### src/rtl/hist_shift_search_if.sv
// Histogram alignment engine bus: run control, results and the shared
// read port of the three histogram RAMs.
// Optional debug signals exist only when HIST_SHIFT_DBG_EN is defined.
interface hist_shift_search_if #(
  parameter int DATA_W = 32,
  parameter int AW     = 8,
  parameter int ACC_W  = 32
);
  logic              i_start;
  logic              i_abort;
  logic              i_mv_ch;
  logic              o_rd_en;
  logic [AW-1:0]     o_r_addr;
  logic [AW-1:0]     o_g_addr;
  logic [AW-1:0]     o_b_addr;
  logic [DATA_W-1:0] i_r_dout;
  logic [DATA_W-1:0] i_g_dout;
  logic [DATA_W-1:0] i_b_dout;
  logic              o_busy;
  logic              o_done;
  logic [ACC_W-1:0]  o_best_area;
  logic [AW:0]       o_best_shift;
`ifdef HIST_SHIFT_DBG_EN
  logic              o_dbg_valid;
  logic [AW:0]       o_dbg_shift;
  logic [ACC_W-1:0]  o_dbg_area;
`endif

  // Engine side.
  modport slave (
    input  i_start, i_abort, i_mv_ch, i_r_dout, i_g_dout, i_b_dout,
    output o_rd_en, o_r_addr, o_g_addr, o_b_addr,
           o_busy, o_done, o_best_area, o_best_shift
`ifdef HIST_SHIFT_DBG_EN
  , output o_dbg_valid, o_dbg_shift, o_dbg_area
`endif
  );

  // Controller / RAM side.
  modport master (
    output i_start, i_abort, i_mv_ch, i_r_dout, i_g_dout, i_b_dout,
    input  o_rd_en, o_r_addr, o_g_addr, o_b_addr,
           o_busy, o_done, o_best_area, o_best_shift
`ifdef HIST_SHIFT_DBG_EN
  , input  o_dbg_valid, o_dbg_shift, o_dbg_area
`endif
  );
endinterface

### src/rtl/hist_shift_search.sv
// AWB histogram alignment engine. Slides the R or B histogram across
// -MAX_SHIFT..+MAX_SHIFT (step STEP) against the other two channels and
// reports the shift maximising sum(min(r,g,b)).
// Optional: HIST_SHIFT_DBG_EN exposes each evaluated shift and its area.
//
// state  | meaning
// IDLE   | waiting for start
// SWEEP  | issuing reads for bins 0..BINS-1 of the current shift
// FLUSH  | RD_LAT+1 cycles draining the read pipeline into the accumulator
// EVAL   | compare area against best, step to next shift or finish
// DONE   | one-cycle done pulse, results published
module hist_shift_search #(
  parameter int DATA_W    = 32,
  parameter int BINS      = 256,
  parameter int STEP      = 4,
  parameter int MAX_SHIFT = 8,
  parameter int RD_LAT    = 1,
  parameter int ACC_W     = 32
) (
  input  logic                 i_clk,
  input  logic                 i_rst,
  hist_shift_search_if.slave   bus
);
  localparam int AW = $clog2(BINS);
  localparam int FW = $clog2(RD_LAT + 1) + 1;
  localparam logic signed [AW:0] S_MAX  = (AW+1)'(MAX_SHIFT);
  localparam logic signed [AW:0] S_MIN  = -S_MAX;
  localparam logic signed [AW:0] S_STEP = (AW+1)'(STEP);

  typedef enum logic [2:0] {IDLE, SWEEP, FLUSH, EVAL, DONE} state_t;

  state_t             state_q, state_d;
  logic [AW-1:0]      k_q, k_d;
  logic signed [AW:0] s_q, s_d;
  logic [FW-1:0]      flush_q, flush_d;
  logic               mv_ch_q, mv_ch_d;
  logic [ACC_W-1:0]   acc_q, acc_d;
  logic [ACC_W-1:0]   best_area_q, best_area_d;
  logic [AW:0]        best_shift_q, best_shift_d;
  logic [ACC_W-1:0]   out_area_q, out_area_d;
  logic [AW:0]        out_shift_q, out_shift_d;
  logic [RD_LAT-1:0]  vld_q, vld_d;
  logic [RD_LAT-1:0]  oor_q, oor_d;

  logic [AW+1:0]      idx_w;
  logic               oor;
  logic               rd_en;
  logic [DATA_W-1:0]  min_v;
  logic [ACC_W:0]     sum_w;
  logic               take;

  // Moving-channel index k-s; out of range when negative or >= BINS.
  assign idx_w = {2'b00, k_q} - {s_q[AW], s_q};
  assign oor   = idx_w[AW+1] | idx_w[AW];
  assign rd_en = (state_q == SWEEP);

  assign bus.o_rd_en      = rd_en;
  assign bus.o_g_addr     = k_q;
  assign bus.o_r_addr     = mv_ch_q ? k_q : idx_w[AW-1:0];
  assign bus.o_b_addr     = mv_ch_q ? idx_w[AW-1:0] : k_q;
  assign bus.o_busy       = (state_q != IDLE);
  assign bus.o_done       = (state_q == DONE);
  assign bus.o_best_area  = out_area_q;
  assign bus.o_best_shift = out_shift_q;
`ifdef HIST_SHIFT_DBG_EN
  assign bus.o_dbg_valid  = (state_q == EVAL);
  assign bus.o_dbg_shift  = s_q;
  assign bus.o_dbg_area   = acc_q;
`endif

  // Min of the three returned counts; an out-of-range moving bin reads as 0.
  always_comb begin
    min_v = bus.i_r_dout;
    if (bus.i_g_dout < min_v) min_v = bus.i_g_dout;
    if (bus.i_b_dout < min_v) min_v = bus.i_b_dout;
    if (oor_q[RD_LAT-1]) min_v = '0;
    sum_w = {1'b0, acc_q} + (ACC_W+1)'(min_v);
    take  = (s_q == S_MIN) || (acc_q > best_area_q);
  end

  // Next-state, counters, pipeline and accumulate logic.
  always_comb begin
    state_d      = state_q;
    k_d          = k_q;
    s_d          = s_q;
    flush_d      = flush_q;
    mv_ch_d      = mv_ch_q;
    acc_d        = acc_q;
    best_area_d  = best_area_q;
    best_shift_d = best_shift_q;
    out_area_d   = out_area_q;
    out_shift_d  = out_shift_q;
    vld_d        = vld_q;
    oor_d        = oor_q;

    vld_d[0] = rd_en;
    oor_d[0] = oor;
    for (int i = 1; i < RD_LAT; i++) begin
      vld_d[i] = vld_q[i-1];
      oor_d[i] = oor_q[i-1];
    end

    if (vld_q[RD_LAT-1])
      acc_d = sum_w[ACC_W] ? '1 : sum_w[ACC_W-1:0];

    case (state_q)
      IDLE: begin
        if (bus.i_start && !bus.i_abort) begin
          mv_ch_d = bus.i_mv_ch;
          s_d     = S_MIN;
          k_d     = '0;
          acc_d   = '0;
          state_d = SWEEP;
        end
      end
      SWEEP: begin
        k_d = k_q + 1'b1;
        if (k_q == AW'(BINS - 1)) begin
          flush_d = FW'(RD_LAT);
          state_d = FLUSH;
        end
      end
      FLUSH: begin
        flush_d = flush_q - 1'b1;
        if (flush_q == '0) state_d = EVAL;
      end
      EVAL: begin
        if (take) begin
          best_area_d  = acc_q;
          best_shift_d = s_q;
        end
        if (s_q == S_MAX) begin
          out_area_d  = take ? acc_q : best_area_q;
          out_shift_d = take ? s_q : best_shift_q;
          state_d     = DONE;
        end else begin
          s_d     = s_q + S_STEP;
          k_d     = '0;
          acc_d   = '0;
          state_d = SWEEP;
        end
      end
      DONE:    state_d = IDLE;
      default: state_d = IDLE;
    endcase

    if (bus.i_abort) begin
      state_d = IDLE;
      vld_d   = '0;
    end
  end

  // State and datapath registers, synchronous reset.
  always_ff @(posedge i_clk) begin
    if (i_rst) begin
      state_q      <= IDLE;
      k_q          <= '0;
      s_q          <= '0;
      flush_q      <= '0;
      mv_ch_q      <= 1'b0;
      acc_q        <= '0;
      best_area_q  <= '0;
      best_shift_q <= '0;
      out_area_q   <= '0;
      out_shift_q  <= '0;
      vld_q        <= '0;
      oor_q        <= '0;
    end else begin
      state_q      <= state_d;
      k_q          <= k_d;
      s_q          <= s_d;
      flush_q      <= flush_d;
      mv_ch_q      <= mv_ch_d;
      acc_q        <= acc_d;
      best_area_q  <= best_area_d;
      best_shift_q <= best_shift_d;
      out_area_q   <= out_area_d;
      out_shift_q  <= out_shift_d;
      vld_q        <= vld_d;
      oor_q        <= oor_d;
    end
  end
endmodule
### src/flat_wrapper.sv
// flat-port wrapper written by rule: the top's interface ports become plain ports
module hist_shift_search_flat 
#(
  parameter int DATA_W    = 32,
  parameter int BINS      = 256,
  parameter int STEP      = 4,
  parameter int MAX_SHIFT = 8,
  parameter int RD_LAT    = 1,
  parameter int ACC_W     = 32
)
  (i_clk, i_rst, bus_i_start, bus_i_abort, bus_i_mv_ch, bus_i_r_dout, bus_i_g_dout, bus_i_b_dout, bus_o_rd_en, bus_o_r_addr, bus_o_g_addr, bus_o_b_addr, bus_o_busy, bus_o_done, bus_o_best_area, bus_o_best_shift);
  hist_shift_search_if #(.DATA_W(DATA_W), .ACC_W(ACC_W)) bus_i ();
  input  logic i_clk;
  input  logic i_rst;
  input wire logic [$bits(bus_i.i_start)-1:0] bus_i_start;
  input wire logic [$bits(bus_i.i_abort)-1:0] bus_i_abort;
  input wire logic [$bits(bus_i.i_mv_ch)-1:0] bus_i_mv_ch;
  input wire logic [$bits(bus_i.i_r_dout)-1:0] bus_i_r_dout;
  input wire logic [$bits(bus_i.i_g_dout)-1:0] bus_i_g_dout;
  input wire logic [$bits(bus_i.i_b_dout)-1:0] bus_i_b_dout;
  output wire logic [$bits(bus_i.o_rd_en)-1:0] bus_o_rd_en;
  output wire logic [$bits(bus_i.o_r_addr)-1:0] bus_o_r_addr;
  output wire logic [$bits(bus_i.o_g_addr)-1:0] bus_o_g_addr;
  output wire logic [$bits(bus_i.o_b_addr)-1:0] bus_o_b_addr;
  output wire logic [$bits(bus_i.o_busy)-1:0] bus_o_busy;
  output wire logic [$bits(bus_i.o_done)-1:0] bus_o_done;
  output wire logic [$bits(bus_i.o_best_area)-1:0] bus_o_best_area;
  output wire logic [$bits(bus_i.o_best_shift)-1:0] bus_o_best_shift;
  assign bus_i.i_start = bus_i_start;
  assign bus_i.i_abort = bus_i_abort;
  assign bus_i.i_mv_ch = bus_i_mv_ch;
  assign bus_i.i_r_dout = bus_i_r_dout;
  assign bus_i.i_g_dout = bus_i_g_dout;
  assign bus_i.i_b_dout = bus_i_b_dout;
  assign bus_o_rd_en = bus_i.o_rd_en;
  assign bus_o_r_addr = bus_i.o_r_addr;
  assign bus_o_g_addr = bus_i.o_g_addr;
  assign bus_o_b_addr = bus_i.o_b_addr;
  assign bus_o_busy = bus_i.o_busy;
  assign bus_o_done = bus_i.o_done;
  assign bus_o_best_area = bus_i.o_best_area;
  assign bus_o_best_shift = bus_i.o_best_shift;
  hist_shift_search #(.DATA_W(DATA_W), .BINS(BINS), .STEP(STEP), .MAX_SHIFT(MAX_SHIFT), .RD_LAT(RD_LAT), .ACC_W(ACC_W)) u_core (.i_clk(i_clk), .i_rst(i_rst), .bus(bus_i));
endmodule
### config.mk
export PLATFORM = sky130hd
export DESIGN_NAME = hist_shift_search_flat
export DESIGN_NICKNAME = d
export VERILOG_FILES = /design/src/rtl/hist_shift_search_if.sv /design/src/rtl/hist_shift_search.sv /design/src/flat_wrapper.sv
export SDC_FILE = /design/constraint.sdc
export NUM_CORES = 1
export LEC_CHECK = 0
export ABC_AREA = 1
export ABC_CLOCK_PERIOD_IN_PS = 6800
export CELL_PAD_IN_SITES_DETAIL_PLACEMENT = 1
export CELL_PAD_IN_SITES_GLOBAL_PLACEMENT = 2
export CORE_MARGIN = 2
export CORE_UTILIZATION = 28
export CTS_BUF_LIST = sky130_fd_sc_hd__clkbuf_2 sky130_fd_sc_hd__clkbuf_4 sky130_fd_sc_hd__clkbuf_8
export DETAILED_ROUTE_END_ITERATION = 6
export GPL_ROUTABILITY_DRIVEN = 0
export GPL_TIMING_DRIVEN = 0
export PLACE_DENSITY = 0.8
export SLEW_MARGIN = 5
export SYNTH_ARGS = -nofsm -noshare
export SYNTH_HDL_FRONTEND = slang
export SYNTH_SLANG_ARGS = --single-unit
export TNS_END_PERCENT = 50
### constraint.sdc
create_clock -name i_clk -period 6.8 [get_ports i_clk]
set_input_delay 1.36 -clock i_clk [delete_from_list [all_inputs] [get_ports i_clk]]
set_output_delay 1.36 -clock i_clk [all_outputs]
set_load 0.02 [all_outputs]
==> results of run 1 <==
==> final timing paths <==
check | start | end | slack (ns) | cells after the start
max | bus_i_g_dout[4] | u_core.acc_q[19]$_SDFF_PP0_ | 0.20 | 42
min | u_core.best_shift_q[1]$_SDFFE_PP0P_ | u_core.best_shift_q[1]$_SDFFE_PP0P_ | 0.45 | 2
max reg2reg | u_core.oor_q$_SDFF_PP0_ | u_core.acc_q[19]$_SDFF_PP0_ | 3.41 | 23
min reg2reg | u_core.best_shift_q[1]$_SDFFE_PP0P_ | u_core.best_shift_q[1]$_SDFFE_PP0P_ | 0.45 | 2
==> report_power, final <==
| group | internal (W) | switching, W | total, W | leakage, nW |
|---|---|---|---|---|
| combinational | 0.000381 | 0.000544 | 0.000924 | 5.33 |
| sequential | 0.000808 | 0.00000829 | 0.000816 | 1.11 |
| clock | 0.000448 | 0.000338 | 0.000786 | 0.226 |
| total | 0.00164 | 0.000890 | 0.00253 | 6.66 |
==> tightest hold or removal path, stage by stage, from the launching register on <==
cell     delay [ns]
dfxtp_1        0.31
nand2_1        0.06
nor2_1         0.04
==> stage by stage <==
step	TNS [ns]	std cells	worst slack, ns	area (sq um)
finish	0	2356	0.2013	14960
global route	-1.557	2356	-0.1122	14960
CTS	0	2338	0.002646	14410
detailed placement	-66.57	2280	-2.173	13110
global placement	-60.82	2280	-1.984	13110
floorplan	0	1602	0.1964	10800
==> routing by layer <==
layer	GRT usage, %	part of all wire (%)	vias up
li1	-	-	5780
met1	22.94	46	5188
met2	32.96	49	184
met3	3.377	3.7	37
met4	5.079	1.9	0
met5	0	0	-
==> cells by family after synthesis <==
| family | after synthesis | synth area share [%] |
|---|---|---|
| AO/OA/AOI/OAI | 454 | 23.58 |
| XOR/XNOR | 40 | 3.243 |
| adder cells (fa/ha/maj) | 139 | 16.17 |
| buffers and inverters | 328 | 12.07 |
| flip-flops | 137 | 25.39 |
| other | 2 | 0.06953 |
| AND/OR/NAND/NOR | 502 | 19.47 |
==> layout make-up <==
cell class / count / area [sq um]
fill: 4776 / 22890
timing repair buffer: 210 / 2038
clock inverter: 14 / 217.7
sequential: 137 / 2743
multi-input combinational: 1138 / 7639
tap: 511 / 639.4
buffer: 65 / 439.2
inverter: 263 / 992.2
clock buffer: 18 / 247.7
==> sequential cells by signal, summed over array words and instances (netlist names) <==
| name | flops |
|---|---|
| u_core.acc_q | 32 |
| u_core.best_area_q | 32 |
| u_core.bus.o_best_area | 32 |
| u_core.best_shift_q | 9 |
| u_core.bus.o_best_shift | 9 |
| u_core.bus.o_g_addr | 8 |
| u_core.s_q | 7 |
| u_core.state_q | 3 |
| u_core.flush_q | 2 |
| u_core.mv_ch_q | 1 |
| u_core.oor_q | 1 |
| u_core.vld_q | 1 |
==> repair_timing <==
action,CTS,global route
pin swaps,44,44
cloned,3,2
setup buffers,23,16
setup endpoints to repair,32,32
resized for setup,203,111
==> cell usage after synthesis (4+ instances only) <==
library cell    n  share of area (%)
a211oi_1       30                2.1
a21oi_1       205                9.5
a221oi_1       14                1.1
a31oi_1         4               0.23
buf_1           6               0.21
buf_6           7               0.73
clkbuf_1       46                1.6
dfxtp_1       137                 25
ha_1          138                 16
inv_1         257                8.9
inv_2           5               0.17
nand2_1       264                9.2
nand2_2         8               0.46
nand3_1        57                2.6
nand4_1        11               0.64
nor2_1        128                4.4
nor3_1         18               0.83
nor4_1          4               0.23
o21a_1          6               0.42
o21ai_0       166                7.7
o221ai_1        5               0.41
xnor2_1        16                1.3
xor2_1         24                1.9
==> results.py, run 1 <==
metrics = {
    "synthesis": {
        "netlist_instances": 1602,
        "syn_avg_cell_area_sq_um": 6.743,
        "netlist_area_sq_um": 10800,
        "ys_types": 51,
        "ys.flop_type": "dfxtp_1",
        "ys_seq_area_share_pct": 25.39,
        "synth-async-reset-ratio_pct": 0,
        "ys_warn_count": 0,
        "synth-edff-count": 0,
        "syn_nets": 1842,
        "ys_seq_elements": 137,
    },
    "place": {
        "hpwl_mm": 30.67,
        "port_buffers": 167,
    },
    "route": {
        "routedWlPerCell_um": 16.25,
        "ant_nets": 0,
        "drtIter0Drc": 319,
        "finalWirelength_mm": 38.29,
        "first_pass_iters": 5,
        "vias": 11190,
        "drc": 0,
        "via_per_inst": 4.749,
    },
    "job": {
        "cap_violations": 0,
    },
    "final_layout": {
        "layout_common_cells": "nand2_1, inv_1, a21oi_1",
        "layout-drive-gt1-share_pct": 15.66,
        "final_nets": 2072,
        "antenna_cells": 0,
        "final_common_cell": "nand2_1",
        "area_growth_pct": 38.46,
        "fin_util_pct": 39.52,
    },
    "timing": {
        "post-route-min-period_ns": 6.599,
        "fin_skew_ns": 0.01682,
        "setup_viol": 0,
        "post-route-period-util_pct": 97.04,
        "hold_viol": 0,
        "fmax_mhz": 151.5,
        "worst_pin_slew_ns": 0.9162,
        "hold_slack_ns": 0.4476,
        "final_max_slew_viol_count": 0,
        "slew_headroom_pct": 38.45,
    },
    "worst_setup_path": {
        "endpoint_kind": "register",
        "slowest_stage": "clkdlybuf4s50_1",
        "cp.arrival_ns": 6.93,
        "worst_setup_path_start_kind": "input port",
        "timing.critical_path.buf_inv": 6,
        "worst-setup-path-type": "in2reg",
        "slowest_delay_ns": 0.42,
        "cp_max_fo": 8,
        "cp.required_ns": 7.13,
        "crit_path_frequent_cell": "nand2_2",
        "cp_top_family": "simple AND/OR/NAND/NOR gates",
    },
    "global_route": {
        "grt_use_total_pct": 18.56,
        "antenna_found_initial": 0,
        "grt_max_degree": 17,
        "grt_pass1_vias": 11780,
        "grt_remaining_overflow": 0,
        "grt_pass1_wl_mm": 60.44,
    },
    "clock_tree": {
        "holdBufCountCts": 0,
        "cts_inserted_buffers": 17,
        "htree_levels": 4,
        "cts_tree": "yes",
        "clock_latency_ns": 0.47,
        "clock_path_buffers": 2,
        "path_clk_slew_ns": 0.08,
        "cts_root_buffer": "clkbuf_8",
        "clkSinkCount": 137,
    },
    "die": {
        "pin_count": 169,
        "die_w_um": 200.4,
        "row_count": 71,
        "core_sq_um": 37840,
        "initial_core_util_pct": 28.54,
        "die_y_um": 200.4,
        "fp.dieArea_sq_um": 40160,
    },
    "power_and_ir_drop": {
        "leakagePower_nw": 6.662,
        "power_density_nw_per_um2": 169.0,
        "peakVddDrop_mv": 0.1026,
        "totalPowerFinal_w": 0.002527,
    },
    "min_path": {
        "hp-class": "reg2reg",
    },
    "run_status": {
        "status": "complete, no violations",
    },
}
Power figures use the tool's default switching activity.
==> run 2: changes to the inputs <==
CELL_PAD_IN_SITES_DETAIL_PLACEMENT = unset   (was 1)
CELL_PAD_IN_SITES_GLOBAL_PLACEMENT = unset   (was 2)
CORE_UTILIZATION = 35   (was 28)
PLACE_DENSITY = 0.59   (was 0.8)
==> run 2 against run 1 <==
  * Critical path type unchanged
  * Core utilization increased by 8.4 points
  * Cell count decreased by 5.5%
  * Largest cell class unchanged
  * Non-clock buffer count decreased by 15
==> results.py, run 2 (synthesis gave the netlist of run 1 again) <==
metrics = {
    "min_path": {
        "hp-class": "reg2reg",
        "worstHoldStart": "u_core.best_shift_q[1]$_SDFFE_PP0P_",
    },
    "route": {
        "drtIter0Drc": 654,
        "routedWlPerCell_um": 14.70,
        "finalWirelength_mm": 32.71,
        "first_pass_iters": 5,
        "drc": 0,
        "vias": 11090,
        "via_per_inst": 4.982,
        "ant_nets": 0,
    },
    "die": {
        "pin_count": 169,
        "die_w_um": 179.7,
        "fp.dieArea_sq_um": 32280,
        "die_y_um": 179.7,
        "row_count": 64,
        "initial_core_util_pct": 35.40,
        "core_sq_um": 30510,
    },
    "clock_tree": {
        "holdBufCountCts": 0,
        "clock_latency_ns": 0.44,
        "clock_path_buffers": 2,
        "clkSinkCount": 137,
        "cts_root_buffer": "clkbuf_8",
        "cts_tree": "yes",
        "cts_inserted_buffers": 17,
        "htree_levels": 4,
        "path_clk_slew_ns": 0.08,
    },
    "job": {
        "cap_violations": 0,
    },
    "worst_setup_path": {
        "cp.arrival_ns": 6.88,
        "cp_max_fo": 10,
        "worst-setup-path-type": "in2reg",
        "cp.required_ns": 7.09,
        "endpoint_kind": "register",
        "slowest_stage": "clkdlybuf4s50_1",
        "r2r-start": "u_core.oor_q$_SDFF_PP0_",
        "crit_start": "bus_i_r_dout[30]",
        "crit_path_frequent_cell": "nand2_2",
        "slowest_delay_ns": 0.50,
        "worst_setup_path_start_kind": "input port",
    },
    "final_layout": {
        "final_nets": 2057,
        "final_common_cell": "nand2_1",
        "register_area_sq_um": 2743,
        "instances_no_fill": 2226,
        "fill_cells": 3070,
        "antenna_cells": 0,
        "layout_common_cells": "nand2_1, inv_1, a21oi_1",
        "area_growth_pct": 35.35,
        "fin_util_pct": 47.92,
        "layout-drive-gt1-share_pct": 13.28,
        "multi_input_area_sq_um": 7528,
    },
    "timing": {
        "fin_ws_ns": 0.2066,
        "setup_viol": 0,
        "hold_viol": 0,
        "worst_pin_slew_ns": 0.9035,
        "fin_skew_ns": 0.01710,
        "fmax_mhz": 151.7,
        "post-route-min-period_ns": 6.593,
        "post-route-period-util_pct": 96.96,
        "slew_headroom_pct": 39.30,
        "final_max_slew_viol_count": 0,
    },
    "global_route": {
        "grt_max_degree": 17,
        "grt_use_total_pct": 19.44,
        "grt_pass1_wl_mm": 52.75,
        "antenna_found_initial": 0,
        "grt_pass1_vias": 10870,
        "grt_remaining_overflow": 0,
    },
    "place": {
        "dp_cells": 2165,
        "hpwl_mm": 26.11,
        "pre_cts_ws_ns": -1.828,
        "port_buffers": 167,
    },
    "power_and_ir_drop": {
        "peakVddDrop_mv": 0.1115,
        "power_density_nw_per_um2": 166.3,
        "leakagePower_nw": 6.538,
    },
    "run_status": {
        "status": "complete, no violations",
    },
}
## run 2: power by group
group	total, W	internal [W]	switching, W
sequential	0.000816	0.000808	0.00000828
combinational	0.000862	0.000360	0.000502
clock	0.000754	0.000418	0.000336
total	0.00243	0.00159	0.000846
## run 2: critical path: cells and delay by family
| kind | cells | cell delay, ns |
|---|---|---|
| AOI/OAI and AO/OA | 8 | 1.14 |
| adders and majority gates | 3 | 0.95 |
| buffers and inverters | 7 | 1.31 |
| and+or+nand+nor | 17 | 2.11 |
## run 2: timing repair
item | CTS | global route
pin swaps | 26 | 44
endpoints found under the setup margin | 32 | 32
cloned | 2 | 2
setup buffers | 17 | 8
resized for setup | 100 | 143
## run 2: final timing paths
path	slack, ns	cells past startpoint	endpoint
hold reg to reg	0.46	2	u_core.best_shift_q[1]$_SDFFE_PP0P_
setup / recovery	0.21	35	u_core.acc_q[11]$_SDFF_PP0_
hold / removal	0.46	2	u_core.best_shift_q[1]$_SDFFE_PP0P_
setup reg to reg	3.47	21	u_core.acc_q[11]$_SDFF_PP0_
## run 2: area by class of cell
class | count | area share (%)
repair buffers | 195 | 13.57
well taps | 396 | 3.389
flip-flops and latches | 137 | 18.76
inverters | 263 | 6.786
plain buffers | 65 | 2.944
clock inverters | 13 | 1.309
clock buffers | 19 | 1.746
multi-input cells | 1138 | 51.49
## run 2: layer usage
layer / GRT usage, % / share of wire [%]
met2: 32.93 / 46
met5: 0 / 0
met4: 5.333 / 2.1
met1: 25.21 / 47
met3: 3.687 / 5.2
## run 2: per-stage QoR
| stage | setup TNS (ns) | instance area, sq um | hold WS (ns) | power [W] |
|---|---|---|---|---|
| 6_report | 0 | 14620 | 0.4579 | 0.002432 |
| 5_1_grt | -1.330 | 14620 | 0.4848 | 0.002588 |
| 4_1_cts | 0 | 13910 | 0.4541 | 0.002356 |
| 3_5_place_dp | -55.54 | 12970 | 0.4412 | 0.001549 |
| 3_3_place_gp | -53.88 | 12970 | 0.4349 | 0.001534 |
| 2_1_floorplan | 0 | 10800 | 0.4252 | 0.001317 |
